===== config.mk =====
export PLATFORM = sky130hd
export DESIGN_NAME = joypad_scanner_flat
export DESIGN_NICKNAME = d
export VERILOG_FILES = /design/src/rtl/joypad_scanner_if.sv /design/src/rtl/joypad_scanner.sv /design/src/flat_wrapper.sv
export SDC_FILE = /design/constraint.sdc
export NUM_CORES = 1
export LEC_CHECK = 0
export ABC_AREA = 1
export BUFFER_PORTS_ARGS = -buffer_cell sky130_fd_sc_hd__buf_4
export CORE_MARGIN = 2
export CORE_UTILIZATION = 50
export CTS_BUF_LIST = sky130_fd_sc_hd__clkbuf_4
export DETAILED_ROUTE_END_ITERATION = 10
export PLACE_DENSITY = 0.83
export SYNTH_ARGS = -nofsm -noshare
export SYNTH_HDL_FRONTEND = slang
export SYNTH_SLANG_ARGS = --single-unit

===== constraint.sdc =====
create_clock -name clk -period 3.5 [get_ports clk]
set_clock_uncertainty 0.1 [all_clocks]
set_input_delay 0.175 -clock clk [delete_from_list [all_inputs] [get_ports clk]]
set_output_delay 0.175 -clock clk [all_outputs]
set_load 0.02 [all_outputs]

===== src/rtl/joypad_scanner_if.sv =====
// CPU-side bus bundle for the joypad scanner.
//   ph2_falling  : CPU cycle enable, qualifies every access
//   cpu_addr     : CPU address
//   cpu_rnw      : 1 = read, 0 = write
//   cpu_data_in  : write data bit 0 (strobe)
//   cpu_data_out : read data onto the OR-bus, 8'h00 when not addressed
interface joypad_scanner_if;
  logic        ph2_falling;
  logic [15:0] cpu_addr;
  logic        cpu_rnw;
  logic        cpu_data_in;
  logic [7:0]  cpu_data_out;

  modport master (
    output ph2_falling, cpu_addr, cpu_rnw, cpu_data_in,
    input  cpu_data_out
  );

  modport slave (
    input  ph2_falling, cpu_addr, cpu_rnw, cpu_data_in,
    output cpu_data_out
  );
endinterface


===== src/rtl/joypad_scanner.sv =====
// Autonomous serial-joypad scan engine. Shifts 1-4 NES/SNES pads into
// committed snapshots and serves them bit-serially at BASE_ADDR/BASE_ADDR+1.
//   clk        : system clock
//   rstn       : asynchronous active-low reset
//   bus        : CPU bus (slave side), strobe write and port reads
//   frame_tick : vblank pulse, starts a scan when AUTO_POLL=1
//   pad_data   : serial pad data, active-low
//   pad_clk    : pad shift clocks, idle high
//   pad_latch  : parallel-load strobe to all pads
//   scan_busy  : scan FSM not idle
//   pad_state  : committed snapshots, port 0 in LSBs, 1 = pressed
//
// state    | meaning
// ---------+--------------------------------------------------
// S_IDLE   | waiting for a request
// S_LATCH  | pad_latch high for 2H cycles
// S_SETTLE | latch low for H cycles, sample bit 0 at the end
// S_CLK_LO | pad_clk low for H cycles
// S_CLK_HI | pad_clk high for H cycles, sample next bit at end
// S_COMMIT | copy shift registers into the snapshots
module joypad_scanner #(
  parameter int          NUM_PORTS   = 2,
  parameter int          PAD_BITS    = 8,
  parameter int          HALF_PERIOD = 150,
  parameter logic [15:0] BASE_ADDR   = 16'h4016,
  parameter bit          AUTO_POLL   = 1'b0
) (
  input  logic                          clk,
  input  logic                          rstn,
  joypad_scanner_if.slave               bus,
  input  logic                          frame_tick,
  input  logic [NUM_PORTS-1:0]          pad_data,
  output logic [NUM_PORTS-1:0]          pad_clk,
  output logic                          pad_latch,
  output logic                          scan_busy,
  output logic [NUM_PORTS*PAD_BITS-1:0] pad_state
);

  localparam int HW = $clog2(2 * HALF_PERIOD);
  localparam int BW = $clog2(PAD_BITS + 1);
  localparam logic [HW-1:0] LOAD_2H  = HW'(2 * HALF_PERIOD - 1);
  localparam logic [HW-1:0] LOAD_H   = HW'(HALF_PERIOD - 1);
  localparam logic [BW-1:0] LAST_BIT = BW'(PAD_BITS - 1);
  localparam logic [BW-1:0] BITS_MAX = BW'(PAD_BITS);
  localparam logic [15:0]   ADDR1    = BASE_ADDR + 16'd1;

  typedef enum logic [2:0] {
    S_IDLE, S_LATCH, S_SETTLE, S_CLK_LO, S_CLK_HI, S_COMMIT
  } state_t;

  state_t                                 state_q, state_d;
  logic [HW-1:0]                          hp_cnt_q, hp_cnt_d;
  logic [BW-1:0]                          bit_cnt_q, bit_cnt_d;
  logic                                   strobe_q, strobe_d;
  logic                                   pending_q, pending_d;
  logic [NUM_PORTS-1:0][PAD_BITS-1:0]     shift_q, shift_d;
  logic [NUM_PORTS-1:0][PAD_BITS-1:0]     snap_q, snap_d;
  logic [NUM_PORTS-1:0][BW-1:0]           ptr_q, ptr_d;
  logic                                   pad_latch_q, pad_latch_d;
  logic [NUM_PORTS-1:0]                   pad_clk_q, pad_clk_d;
  logic                                   scan_busy_q, scan_busy_d;

  logic                 addr0, addr1;
  logic                 wr_strobe, strobe_fall, req;
  logic                 rd_inc0, rd_inc1;
  logic                 sample;
  logic [NUM_PORTS-1:0] pad_inv;
  logic [7:0]           data_out;

  assign addr0       = (bus.cpu_addr == BASE_ADDR);
  assign addr1       = (bus.cpu_addr == ADDR1);
  assign wr_strobe   = bus.ph2_falling && !bus.cpu_rnw && addr0;
  assign strobe_fall = wr_strobe && strobe_q && !bus.cpu_data_in;
  assign req         = strobe_fall || (AUTO_POLL && frame_tick);
  assign rd_inc0     = bus.ph2_falling && bus.cpu_rnw && addr0 && !strobe_q;
  assign rd_inc1     = bus.ph2_falling && bus.cpu_rnw && addr1 && !strobe_q;
  assign pad_inv     = ~pad_data;

  always_comb begin
    state_d   = state_q;
    hp_cnt_d  = hp_cnt_q;
    bit_cnt_d = bit_cnt_q;
    strobe_d  = strobe_q;
    pending_d = pending_q || req;
    shift_d   = shift_q;
    snap_d    = snap_q;
    ptr_d     = ptr_q;
    sample    = 1'b0;

    if (wr_strobe) strobe_d = bus.cpu_data_in;

    for (int p = 0; p < NUM_PORTS; p++) begin
      if (strobe_d || strobe_q) begin
        ptr_d[p] = '0;
      end else if (((p % 2 == 0) ? rd_inc0 : rd_inc1) && (ptr_q[p] != BITS_MAX)) begin
        ptr_d[p] = ptr_q[p] + 1'b1;
      end
    end

    case (state_q)
      S_IDLE: begin
        if (pending_d) begin
          pending_d = 1'b0;
          hp_cnt_d  = LOAD_2H;
          state_d   = S_LATCH;
        end
      end
      S_LATCH: begin
        if (hp_cnt_q == '0) begin
          hp_cnt_d = LOAD_H;
          state_d  = S_SETTLE;
        end else begin
          hp_cnt_d = hp_cnt_q - 1'b1;
        end
      end
      S_SETTLE: begin
        if (hp_cnt_q == '0) begin
          sample    = 1'b1;
          bit_cnt_d = BW'(1);
          hp_cnt_d  = LOAD_H;
          state_d   = (PAD_BITS == 1) ? S_COMMIT : S_CLK_LO;
        end else begin
          hp_cnt_d = hp_cnt_q - 1'b1;
        end
      end
      S_CLK_LO: begin
        if (hp_cnt_q == '0) begin
          hp_cnt_d = LOAD_H;
          state_d  = S_CLK_HI;
        end else begin
          hp_cnt_d = hp_cnt_q - 1'b1;
        end
      end
      S_CLK_HI: begin
        if (hp_cnt_q == '0) begin
          sample    = 1'b1;
          bit_cnt_d = bit_cnt_q + 1'b1;
          hp_cnt_d  = LOAD_H;
          state_d   = (bit_cnt_q == LAST_BIT) ? S_COMMIT : S_CLK_LO;
        end else begin
          hp_cnt_d = hp_cnt_q - 1'b1;
        end
      end
      S_COMMIT: begin
        snap_d  = shift_q;
        state_d = S_IDLE;
      end
      default: state_d = S_IDLE;
    endcase

    // Shift in at the MSB: after PAD_BITS samples the first one sits in bit 0.
    if (sample) begin
      for (int p = 0; p < NUM_PORTS; p++) begin
        shift_d[p] = (shift_q[p] >> 1) | (PAD_BITS'(pad_inv[p]) << (PAD_BITS - 1));
      end
    end
  end

  // Outputs are registered from the next state so they line up with state_q.
  assign pad_latch_d = (state_d == S_LATCH);
  assign scan_busy_d = (state_d != S_IDLE);
  assign pad_clk_d   = (state_d == S_CLK_LO) ? '0 : '1;

  always_ff @(posedge clk or negedge rstn) begin
    if (!rstn) begin
      state_q     <= S_IDLE;
      hp_cnt_q    <= '0;
      bit_cnt_q   <= '0;
      strobe_q    <= 1'b0;
      pending_q   <= 1'b0;
      shift_q     <= '0;
      snap_q      <= '0;
      ptr_q       <= '0;
      pad_latch_q <= 1'b0;
      pad_clk_q   <= '1;
      scan_busy_q <= 1'b0;
    end else begin
      state_q     <= state_d;
      hp_cnt_q    <= hp_cnt_d;
      bit_cnt_q   <= bit_cnt_d;
      strobe_q    <= strobe_d;
      pending_q   <= pending_d;
      shift_q     <= shift_d;
      snap_q      <= snap_d;
      ptr_q       <= ptr_d;
      pad_latch_q <= pad_latch_d;
      pad_clk_q   <= pad_clk_d;
      scan_busy_q <= scan_busy_d;
    end
  end

  // Port p answers at BASE_ADDR+(p%2) on data bit p/2; exhausted pointers read 1.
  always_comb begin
    data_out = '0;
    for (int p = 0; p < NUM_PORTS; p++) begin
      if (bus.cpu_rnw && ((p % 2 == 0) ? addr0 : addr1)) begin
        data_out[p/2] = (ptr_q[p] < BITS_MAX) ?
                        |(snap_q[p] & (PAD_BITS'(1) << ptr_q[p])) : 1'b1;
      end
    end
  end

  assign bus.cpu_data_out = data_out;
  assign pad_latch        = pad_latch_q;
  assign pad_clk          = pad_clk_q;
  assign scan_busy        = scan_busy_q;
  assign pad_state        = snap_q;

endmodule


===== src/flat_wrapper.sv =====
// flat-port wrapper written by rule: the top's interface ports become plain ports
module joypad_scanner_flat 
#(
  parameter int          NUM_PORTS   = 2,
  parameter int          PAD_BITS    = 8,
  parameter int          HALF_PERIOD = 150,
  parameter logic [15:0] BASE_ADDR   = 16'h4016,
  parameter bit          AUTO_POLL   = 1'b0
)
  (clk, rstn, frame_tick, pad_data, pad_clk, pad_latch, scan_busy, pad_state, bus_ph2_falling, bus_cpu_addr, bus_cpu_rnw, bus_cpu_data_in, bus_cpu_data_out);
  joypad_scanner_if bus_i ();
  input  logic clk;
  input  logic rstn;
  input  logic frame_tick;
  input  logic [NUM_PORTS-1:0] pad_data;
  output logic [NUM_PORTS-1:0] pad_clk;
  output logic pad_latch;
  output logic scan_busy;
  output logic [NUM_PORTS*PAD_BITS-1:0] pad_state;
  input wire logic [$bits(bus_i.ph2_falling)-1:0] bus_ph2_falling;
  input wire logic [$bits(bus_i.cpu_addr)-1:0] bus_cpu_addr;
  input wire logic [$bits(bus_i.cpu_rnw)-1:0] bus_cpu_rnw;
  input wire logic [$bits(bus_i.cpu_data_in)-1:0] bus_cpu_data_in;
  output wire logic [$bits(bus_i.cpu_data_out)-1:0] bus_cpu_data_out;
  assign bus_i.ph2_falling = bus_ph2_falling;
  assign bus_i.cpu_addr = bus_cpu_addr;
  assign bus_i.cpu_rnw = bus_cpu_rnw;
  assign bus_i.cpu_data_in = bus_cpu_data_in;
  assign bus_cpu_data_out = bus_i.cpu_data_out;
  joypad_scanner #(.NUM_PORTS(NUM_PORTS), .PAD_BITS(PAD_BITS), .HALF_PERIOD(HALF_PERIOD), .BASE_ADDR(BASE_ADDR), .AUTO_POLL(AUTO_POLL)) u_core (.clk(clk), .rstn(rstn), .bus(bus_i), .frame_tick(frame_tick), .pad_data(pad_data), .pad_clk(pad_clk), .pad_latch(pad_latch), .scan_busy(scan_busy), .pad_state(pad_state));
endmodule

==> results of run 1 <==
## worst paths after layout
| check | start | to | cells past startpoint |
|---|---|---|---|
| worst max-delay path | u_core.ptr_q[4] | bus_cpu_data_out[0] | 7 |
| worst min-delay path | bus_cpu_rnw | u_core.strobe_q | 3 |
| worst max register to register | u_core.state_q[1] | u_core.pad_state[7] | 3 |
| worst min register to register | u_core.shift_q[15] | u_core.shift_q[15] | 2 |
| max in group asynchronous | rstn | u_core.pad_state[2] | 2 |
| min in group asynchronous | rstn | u_core.hp_cnt_q[6] | 2 |
## power by group through the flow
| stage | logic (mW) | clock network (mW) | registers, mW |
|---|---|---|---|
| 3_5_place_dp | 0.0493 | 0 | 0.719 |
| 3_3_place_gp | 0.0482 | 0 | 0.719 |
| 6_report | 0.0518 | 0.434 | 0.705 |
| 4_1_cts | 0.0530 | 0.444 | 0.705 |
| 5_1_grt | 0.0582 | 0.479 | 0.705 |
| 2_1_floorplan | 0.0200 | 0 | 0.719 |
## Yosys cell counts, drive strengths merged
master	instances
a31oi	3
nand3b	1
dfstp	1
nor2	41
ha	15
nor3	2
a221oi	2
a21oi	10
nor3b	1
buf	12
o21ai	44
conb	1
xor2	5
clkbuf	3
a32o	1
nand3	30
dfrtp	60
mux2	1
nand2	107
nand4	8
or2	1
inv	56
o31ai	1
## per-layer routing
metal	up-vias	GRT usage, %
met1	1287	25.3
met5	-	0
met4	0	8.52
li1	1384	-
met2	55	30.6
met3	11	3.89
## through the flow
stage / power, mW / std cells
after CTS: 1.20 / 540
after global routing: 1.24 / 540
after floorplan: 0.739 / 412
final: 1.19 / 540
after detailed placement: 0.768 / 520
after global placement: 0.767 / 520
## cell type report
class	count	area share, %
clock buffers	9	1.72
clock inverters	7	1.30
inverters	56	5.41
multi-input cells	280	40.9
flip-flops and latches	61	38.9
well taps	80	2.55
repair buffers	47	9.23
## state kept, by name (all words and copies together), names as in the netlist
register          cells
u_core.bit_cnt_q      4
u_core.pad_clk        1
u_core.pad_state     16
u_core.pending_q      1
u_core.shift_q       16
u_core.ptr_q          8
u_core.hp_cnt_q       9
u_core.scan_busy      1
u_core.state_q        3
u_core.strobe_q       1
u_core.pad_latch      1
## worst max-delay path, stage by stage, from the launching register on
cell	delay [ns]
dfrtp_1	0.45
ha_1	0.26
ha_1	0.19
a221oi_1	0.25
nand3_1	0.12
nand3b_1	0.10
nand2_1	0.05
buf_4	0.15
## cells by family after synthesis
family | after synthesis | share of synthesized area, %
AND/OR/NAND/NOR | 191 | 27.5
buffers and inverters | 71 | 9.56
AO/OA/AOI/OAI | 61 | 11.4
flip-flops | 61 | 44.4
adder cells (fa/ha/maj) | 15 | 5.45
XOR/XNOR | 5 | 1.27
other | 1 | 0.109
multiplexers | 1 | 0.327
==> run metrics, run 1 <==
Yosys top cell area share 43.6%; Post-Syn Instances 406; DR pass1 iterations 4; 1st-iter DRT viols 141; post-route cell area 3930 um2; Mean Syn Cell Area 8.48 um2; top cell type by total area after synthesis dfrtp_1; antenna violations before repair 0; DR top layer met4; metal2 WL 3130 um; Total Die Area 7570 um2; Clock Latency Late Sink 0.41 ns; Crit Path Category reg2out; Layout area overhead 14.2%; cts repair resizes 0; CTS tree yes; CTS buffer count 9; DR WL met3 307 um; Total GRT Usage 19.2%; fillers 591; Fin Setup TNS 0 ns; CP max FO 5; Post-Route WL 6700 um; Ports 52; total number of vias 2737; gp weighted congestion 0.890; flops & latches, synth 61; commonest non-fill, non-tap cells in the layout 94 x nand2_1, 60 x dfrtp_1, 52 x inv_1; Ys Warns 0; Seq pwr share 59.2%; first-pass GRT wire length 11500 um; footprint of the multi-input gates 1610 um2; Netlist cell types 36; Leakage 1.98 nW; Worst VDD drop 0.000258 V; number of max-slew violations in the final report 0; minimum clock period 2.26 ns; crit start category register; R2R Setup Slk 1.57 ns; commonest non-fill, non-tap cell in the layout nand2_1; Worst Path Required 3.22 ns; Final Hold Violating Endpoints 0; ant diodes 0; final cycle utilization of the critical path 64.7%; clk sinks 61; Placed Instance Area 3770 um2; Routed WL per cell 12.4 um; hold slack 0.0324 ns; number of setup buffers added after CTS 0; Die W 87.0 um; Sw Share 26.8%; combinational fraction of design power 4.4%; Worst-Margin Slew 0.923 ns; Seq/Total Area, Yosys 44.4%; Synth area leaders dfrtp_1 44%, nand2_1 10%, inv_1 5.7%; P_int 872 uW; clock share of power 36.4%; relative slew slack 38.3%; starting density of the core 51.2%; Min-Delay Path Class in2reg; Rows 30; CTS Hold Bufs 4; drt via density 5.07; DRC 0; Setup Slack @ Placement 1.58 ns; Final Core Density 58.5%; area of the core 6720 um2; I/O Buffers 43; Max Cap Viol 0; Mapped Area 3440 um2; final setup violation count 0; dpl hpwl 4840 um; via count of the first global-routing pass 2582; P_sw 319 uW; Routed Antenna Nets 0; Setup crit end kind primary output; Root Buffer clkbuf_4; nets@finish 494; largest net degree at the start of global routing 62; sequential cell area 1530 um2; CP Data Arrival Time 1.99 ns; Clock Pin Slew Worst Setup and Hold Paths 0.12 ns; status completed; die height 87.0 um; Overflow after GRT 0; share of cells above drive strength 1 25.0%; Cell Pwr Density 303 nW/um2; worst setup margin 1.24 ns; unrepaired setup endpoints after global routing no; CTS max path bufs 2; DRT met1 WL 3120 um; Max Clock Freq 0.442 GHz; CTS H-tree lvls 3
Power figures use the tool's default switching activity.
==> run 2: changes to the inputs <==
--- a/config.mk
+++ b/config.mk
@@ -5,13 +5,13 @@
 export SDC_FILE = /design/constraint.sdc
 export NUM_CORES = 1
 export LEC_CHECK = 0
-export ABC_AREA = 1
+export ABC_AREA = 0
 export BUFFER_PORTS_ARGS = -buffer_cell sky130_fd_sc_hd__buf_4
 export CORE_MARGIN = 2
 export CORE_UTILIZATION = 50
 export CTS_BUF_LIST = sky130_fd_sc_hd__clkbuf_4
 export DETAILED_ROUTE_END_ITERATION = 10
-export PLACE_DENSITY = 0.83
+export PLACE_DENSITY = 0.84
 export SYNTH_ARGS = -nofsm -noshare
 export SYNTH_HDL_FRONTEND = slang
 export SYNTH_SLANG_ARGS = --single-unit
==> constraint.sdc (replaced) <==
create_clock -name clk -period 2.3 [get_ports clk]
set_clock_uncertainty 0.1 [all_clocks]
set_input_delay 0.115 -clock clk [delete_from_list [all_inputs] [get_ports clk]]
set_output_delay 0.115 -clock clk [all_outputs]
set_load 0.02 [all_outputs]
==> run 2 against run 1 <==
The flow now finishes with violations (setup timing). First-iteration DRC count fell by 11%. Critical path depth unchanged. Global-route usage grew 1.1 points. Sequential power rose by 52%. Via count decreased by 7.8%. Register-to-register slack got worse by 1.5 ns. Critical path type unchanged. Largest cell class unchanged.
==> run metrics, run 2 <==
Max Clock Freq 0.417 GHz; worst reg2reg path startpoint u_core.hp_cnt_q[0]; Root Buffer clkbuf_4; Routed WL per cell 16.0 um; Buf/Inv on CP 2; relative slew slack 49.6%; Post-Synth Simple-Gate Area 16.9%; Ys Warns 0; post-synthesis mux area share 13.4%; flops & latches, synth 61; CTS max path bufs 2; Placed Cells 421; CP Data Arrival Time 2.18 ns; Fin Setup TNS -0.0984 ns; Post-synth EDFFs 0; Total Die Area 7370 um2; die height 85.9 um; P_sw 490 uW; final setup violation count 1; Cell Pwr Density 526 nW/um2; Overflow after GRT 0; Post-Synth XOR/XNOR Area 1.57%; Mean Syn Cell Area 11.0 um2; Clock Pin Slew Worst Setup and Hold Paths 0.11 ns; clk sinks 61; CTS tree yes; Setup crit end kind primary output; Yosys top cell area share 44.8%; gp weighted congestion 0.823; top cells by count, synth 60 x dfrtp_1, 23 x mux2_2, 23 x nor2_1; Crit Path Category reg2out; status finished with violations; antenna violations before repair 0; Synth Area in Adders 5.60%; Seq pwr share 49.8%; Min-Delay Path Class in2reg; minimum clock period 2.40 ns; number of max-slew violations in the final report 0; crit start category register; clock share of power 46.2%; post-synthesis async set-or-reset flop share 100%; CP max FO 3; unrepaired setup endpoints after global routing yes; first-pass GRT wire length 11800 um; I/O Buffers 43; Die W 85.9 um; Setup crit start u_core.ptr_q[0]; combinational fraction of design power 4.0%; CP top delay family compound AO/OA/AOI/OAI gates; CTS buffer count 9; 1st-iter DRT viols 126; Clock Latency Late Sink 0.41 ns; Sw Share 22.7%; Top FF cell, synth dfrtp_1; Worst Path Required 2.09 ns; Total GRT Usage 20.3%; worst setup margin -0.0984 ns; Largest stage delay, worst path 0.42 ns; starting density of the core 52.2%; slowest stage cell, crit path dfrtp_1; Ports 52; Netlist cell types 61; largest family of logic cells by synthesized area simple AND/OR/NAND/NOR gates; Post-Syn Instances 304; top cell type by total area after synthesis dfrtp_1; commonest non-fill, non-tap cell in the layout dfrtp_1; Synth Area in Compound Gates 11.5%; area of the core 6420 um2; CTS H-tree lvls 3; nets@finish 405; violated checks setup timing; dpl hpwl 4950 um; Routed Antenna Nets 0; Layout area overhead 22.2%; Leakage 1.86 nW; Max Cap Viol 0; DRC 0; Final Core Density 63.8%; Rows 29; ant diodes 0; via count of the first global-routing pass 2589; Finished Layout Cells 448; Synth area leaders dfrtp_1 45%, mux2_2 7.7%, ha_1 5.6%; total number of vias 2523; final total power 2.15 mW; Setup Slack @ Placement 0.0558 ns; most frequent cell after synthesis dfrtp_1; DR pass1 iterations 7; Mapped Area 3350 um2; Final Hold Violating Endpoints 0; P_int 1.66 mW; Hold Crit Start bus_cpu_rnw; largest net degree at the start of global routing 62; commonest non-fill, non-tap cells in the layout 59 x dfrtp_1, 55 x buf_4, 23 x nor2_1, 23 x mux2_2, 21 x nand2_1; share of cells above drive strength 1 34.8%; Seq/Total Area, Yosys 45.6%; CP cell instances ha_2 > ha_2 > a221o_1 > a2111oi_4 > buf_4 > a211oi_2 > buf_4; Post-Route WL 7190 um; Worst VDD drop 0.000594 V; final cycle utilization of the critical path 104%; drt via density 5.63; Worst-Margin Slew 0.756 ns
run 2: changes by cell type after synthesis, sizes merged, moves of 6 or more:
| cell | previous run | this run |
|---|---|---|
| mux2i | 0 | 6 |
| xnor2 | 0 | 6 |
| nand2 | 107 | 21 |
| mux2 | 1 | 32 |
| inv | 56 | 15 |
| nor2 | 41 | 23 |
| o21ai | 44 | 18 |
| nor3 | 2 | 10 |
| nand3 | 30 | 10 |
run 2: tightest hold or removal path, stage by stage:
cell	delay (ns)
buf_4	0.12
nor3_1	0.07
mux2_2	0.21
run 2: timing repair:
item	CTS	global route
hold endpoints to repair	63	0
hold buffers	4	0
endpoints found under the setup margin	1	1
pin swaps	5	3
gates resized for setup	12	3
setup buffers	5	2
run 2: cell type report:
| cell class | instances | area [um2] |
|---|---|---|
| clock buffers | 9 | 67.6 |
| clock inverters | 7 | 124 |
| fillers | 500 | 2320 |
| inverters | 16 | 60.1 |
| multi-input cells | 217 | 1740 |
| flip-flops and latches | 61 | 1530 |
| well taps | 77 | 96.3 |
| repair buffers | 61 | 484 |
run 2: through the flow:
stage,hold slack (ns),instance area (um2)
2_1_floorplan,-0.281,3370
3_5_place_dp,0.139,3740
6_report,0.0459,4100
4_1_cts,0.0323,4070
5_1_grt,0.0491,4100
3_3_place_gp,0.131,3740
run 2: path summary, 6_finish.rpt:
path | endpoint | slack, ns | depth (start not counted)
max in group asynchronous | u_core.ptr_q[2] | 1.36 | 2
worst max-delay path | bus_cpu_data_out[0] | -0.1 | 7
min in group asynchronous | u_core.hp_cnt_q[1] | 0.21 | 2
worst min register to register | u_core.shift_q[0] | 0.42 | 1
worst max register to register | u_core.shift_q[2] | 0.12 | 7
worst min-delay path | u_core.strobe_q | 0.05 | 3
run 2: power groups by stage:
stage	clock (mW)	sequential [mW]	combinational, mW
floorplan	0	1.09	0.0292
global placement	0	1.09	0.0782
detailed placement	0	1.09	0.0802
CTS	0.999	1.07	0.0874
global route	1.05	1.07	0.0964
finish	0.995	1.07	0.0869
run 2: logic make-up (layout without fill, tap and decap cells):
logic type               Yosys count  in the layout
AND/OR/NAND/NOR                   96             96
AO/OA/AOI/OAI                     55             55
adder cells (fa/ha/maj)           15             15
XOR/XNOR                           6              6
buffers and inverters             32             93
multiplexers                      38             38
flip-flops                        61             61
other                              1              7
run 2: routing by layer:
metal | track usage (%) | vias up | routed length (um)
li1 | - | 1211 | -
met1 | 24.1 | 1239 | 2920
met2 | 36.9 | 60 | 3860
met3 | 4.04 | 13 | 241
met4 | 6.49 | 0 | 166
met5 | 0 | - | 0
==> run 3: changes to the inputs <==
--- a/config.mk
+++ b/config.mk
@@ -5,13 +5,13 @@
 export SDC_FILE = /design/constraint.sdc
 export NUM_CORES = 1
 export LEC_CHECK = 0
-export ABC_AREA = 0
+export ABC_AREA = 1
 export BUFFER_PORTS_ARGS = -buffer_cell sky130_fd_sc_hd__buf_4
 export CORE_MARGIN = 2
 export CORE_UTILIZATION = 50
 export CTS_BUF_LIST = sky130_fd_sc_hd__clkbuf_4
 export DETAILED_ROUTE_END_ITERATION = 10
-export PLACE_DENSITY = 0.84
+export PLACE_DENSITY = 0.83
 export SYNTH_ARGS = -nofsm -noshare
 export SYNTH_HDL_FRONTEND = slang
 export SYNTH_SLANG_ARGS = --single-unit
==> run 3 against run 2 <==
Highest routed layer unchanged. Register-to-register slack gained 0.27 ns. Fmax is 9.5% higher. Sequential cell count is the same. Cell area is 1.2% lower. Total power down 0.36%. Die area increased by 2.6%. Clock power hardly changed. Critical path depth unchanged. Sequential share of layout area increased by 0.42 points. First-iteration DRC count down 22%. Count of clock-buffer cells in the layout is the same. Non-clock buffer count shrank 9. The run now ends clean.
==> run metrics, run 3 (synthesis gave the netlist of run 1 again) <==
WP depth 7; Hold Path Cell Cnt 6; antenna violations before repair 0; number of max-slew violations in the final report 0; final setup violation count 0; R2R Setup Slk 0.39 ns; Reg2Reg Depth 6; met1 GRT Util 25.0%; 1st-iter DRT viols 98; Max Clock Freq 0.456 GHz; CP Data Arrival Time 1.98 ns; Die W 87.0 um; nets@finish 499; relative slew slack 49.4%; Layout area overhead 17.6%; CTS H-tree lvls 3; Crit Path Category reg2out; starting density of the core 51.2%; DRC 0; drt via density 5.17; ant diodes 0; Placed Instance Area 3780 um2; Final Core Density 60.3%; crit start category register; first-pass GRT wire length 11700 um; Worst Path Required 2.09 ns; Hold Crit Start bus_cpu_addr[15]; Worst-Margin Slew 0.760 ns; worst reg2reg path startpoint u_core.hp_cnt_q[0]; Worst VDD drop 0.000244 V; fillers 555; Buf/Inv on CP 1; Setup crit end kind primary output; CP cell instances ha_1 > ha_1 > a221oi_1 > nand3_1 > nand3b_1 > nand2_1 > buf_4; Crit Reg-Reg Endpoint u_core.bit_cnt_q[1]; Ports 52; global routing's busiest layer met2; via count of the first global-routing pass 2672; met2 GRT Util 32.3%; met3 track demand over resource 4.64%; commonest non-fill, non-tap cells in the layout 94 x nand2_1, 60 x dfrtp_1, 52 x inv_1; Root Buffer clkbuf_4; status completed; unrepaired setup endpoints after global routing no; Clock Latency Late Sink 0.42 ns; dpl hpwl 4970 um; Largest stage delay, worst path 0.42 ns; final total power 2.15 mW; gp weighted congestion 0.874; Post-Route WL 7030 um; Final Hold Violating Endpoints 0; I/O Buffers 43; CP most frequent cell ha_1; Fin Setup TNS 0 ns; CP top delay family adder cells; Routed Antenna Nets 0; die height 87.0 um; largest net degree at the start of global routing 62; Total GRT Usage 19.6%; post-route cell area 4050 um2; share of cells above drive strength 1 25.2%; slowest stage cell, crit path dfrtp_1; Max Cap Viol 0; Min-Delay Path Class in2reg; total number of vias 2818; CTS buffer count 9; footprint of the multi-input gates 1610 um2; Total Die Area 7570 um2; Leakage 2.05 nW; CP max FO 3; commonest non-fill, non-tap cell in the layout nand2_1; Clock Pin Slew Worst Setup and Hold Paths 0.12 ns; sequential cell area 1530 um2; CTS max path bufs 2; hold slack 0.0454 ns; Routed WL per cell 12.9 um; clk sinks 61; Cell Pwr Density 530 nW/um2; WHS Endpoint u_core.pending_q; Rows 30; DR pass1 iterations 4; Overflow after GRT 0; area of the core 6720 um2; final cycle utilization of the critical path 95.3%; CTS tree yes; minimum clock period 2.19 ns
==> run 3: cell types whose count changed in the layout (fill, tap and decap cells not counted), sizes merged, moves of 5 or more <==
cell / delta
nor3: -8
buf: -12
inv: +41
xor2: +5
nand4: +5
nand3: +20
nand2: +86
mux2: -31
mux2i: -6
nor2: +18
nor4: -5
xnor2: -6
o21ai: +26
==> run 3: repair_timing <==
item | in CTS | in global routing
endpoints found under the setup margin | 0 | 1
hold buffers | 7 | 0
endpoints found under the hold margin | 65 | 0
gates resized for setup | 0 | 0
buffers inserted | 0 | 1
==> run 3: stage by stage <==
stage	worst slack [ns]	std cells
6_report	0.109	545
2_1_floorplan	0.736	412
5_1_grt	0.0251	545
3_3_place_gp	0.461	521
4_1_cts	0.0579	544
3_5_place_dp	0.423	521
==> run 3: area by class of cell <==
type                    instances  share of cell area [%]
repair buffers                 52                    10.1
clock buffers                   9                    1.67
well taps                      80                    2.47
multi-input cells             280                    39.7
inverters                      56                    5.25
flip-flops and latches         61                    37.7
clock inverters                 7                    3.06
==> run 3: power breakdown <==
part	switching, mW	internal [mW]	total, mW
Clock	0.437	0.555	0.992
Sequential	0.000356	1.07	1.07
Combinational	0.0470	0.0349	0.0818
Total	0.484	1.66	2.15
==> run 3: routing by layer <==
layer  share of wire (%)  vias to the layer above
li1                    -                     1398
met1                  45                     1340
met2                  48                       69
met3                 5.3                       11
met4                 1.6                        0
met5                   0                        -
==> run 3: worst max path at each step <==
stage                        from                   to  slack (ns)
2_1_floorplan  u_core.hp_cnt_q[0]     u_core.pad_latch        0.74
5_1_grt           u_core.ptr_q[0]  bus_cpu_data_out[0]        0.03
3_5_place_dp   u_core.hp_cnt_q[0]  u_core.bit_cnt_q[1]        0.42
4_1_cts           u_core.ptr_q[4]  bus_cpu_data_out[0]        0.06
3_3_place_gp   u_core.hp_cnt_q[0]  u_core.bit_cnt_q[1]        0.46
6_report          u_core.ptr_q[4]  bus_cpu_data_out[0]        0.11
==> run 3: tightest hold or removal path, stage by stage <==
cell and delay, ns:
buf_4 0.07, nor2_1 0.03, nand2_1 0.06, nor2_2 0.05, nand4_1 0.12, a21oi_1 0.07
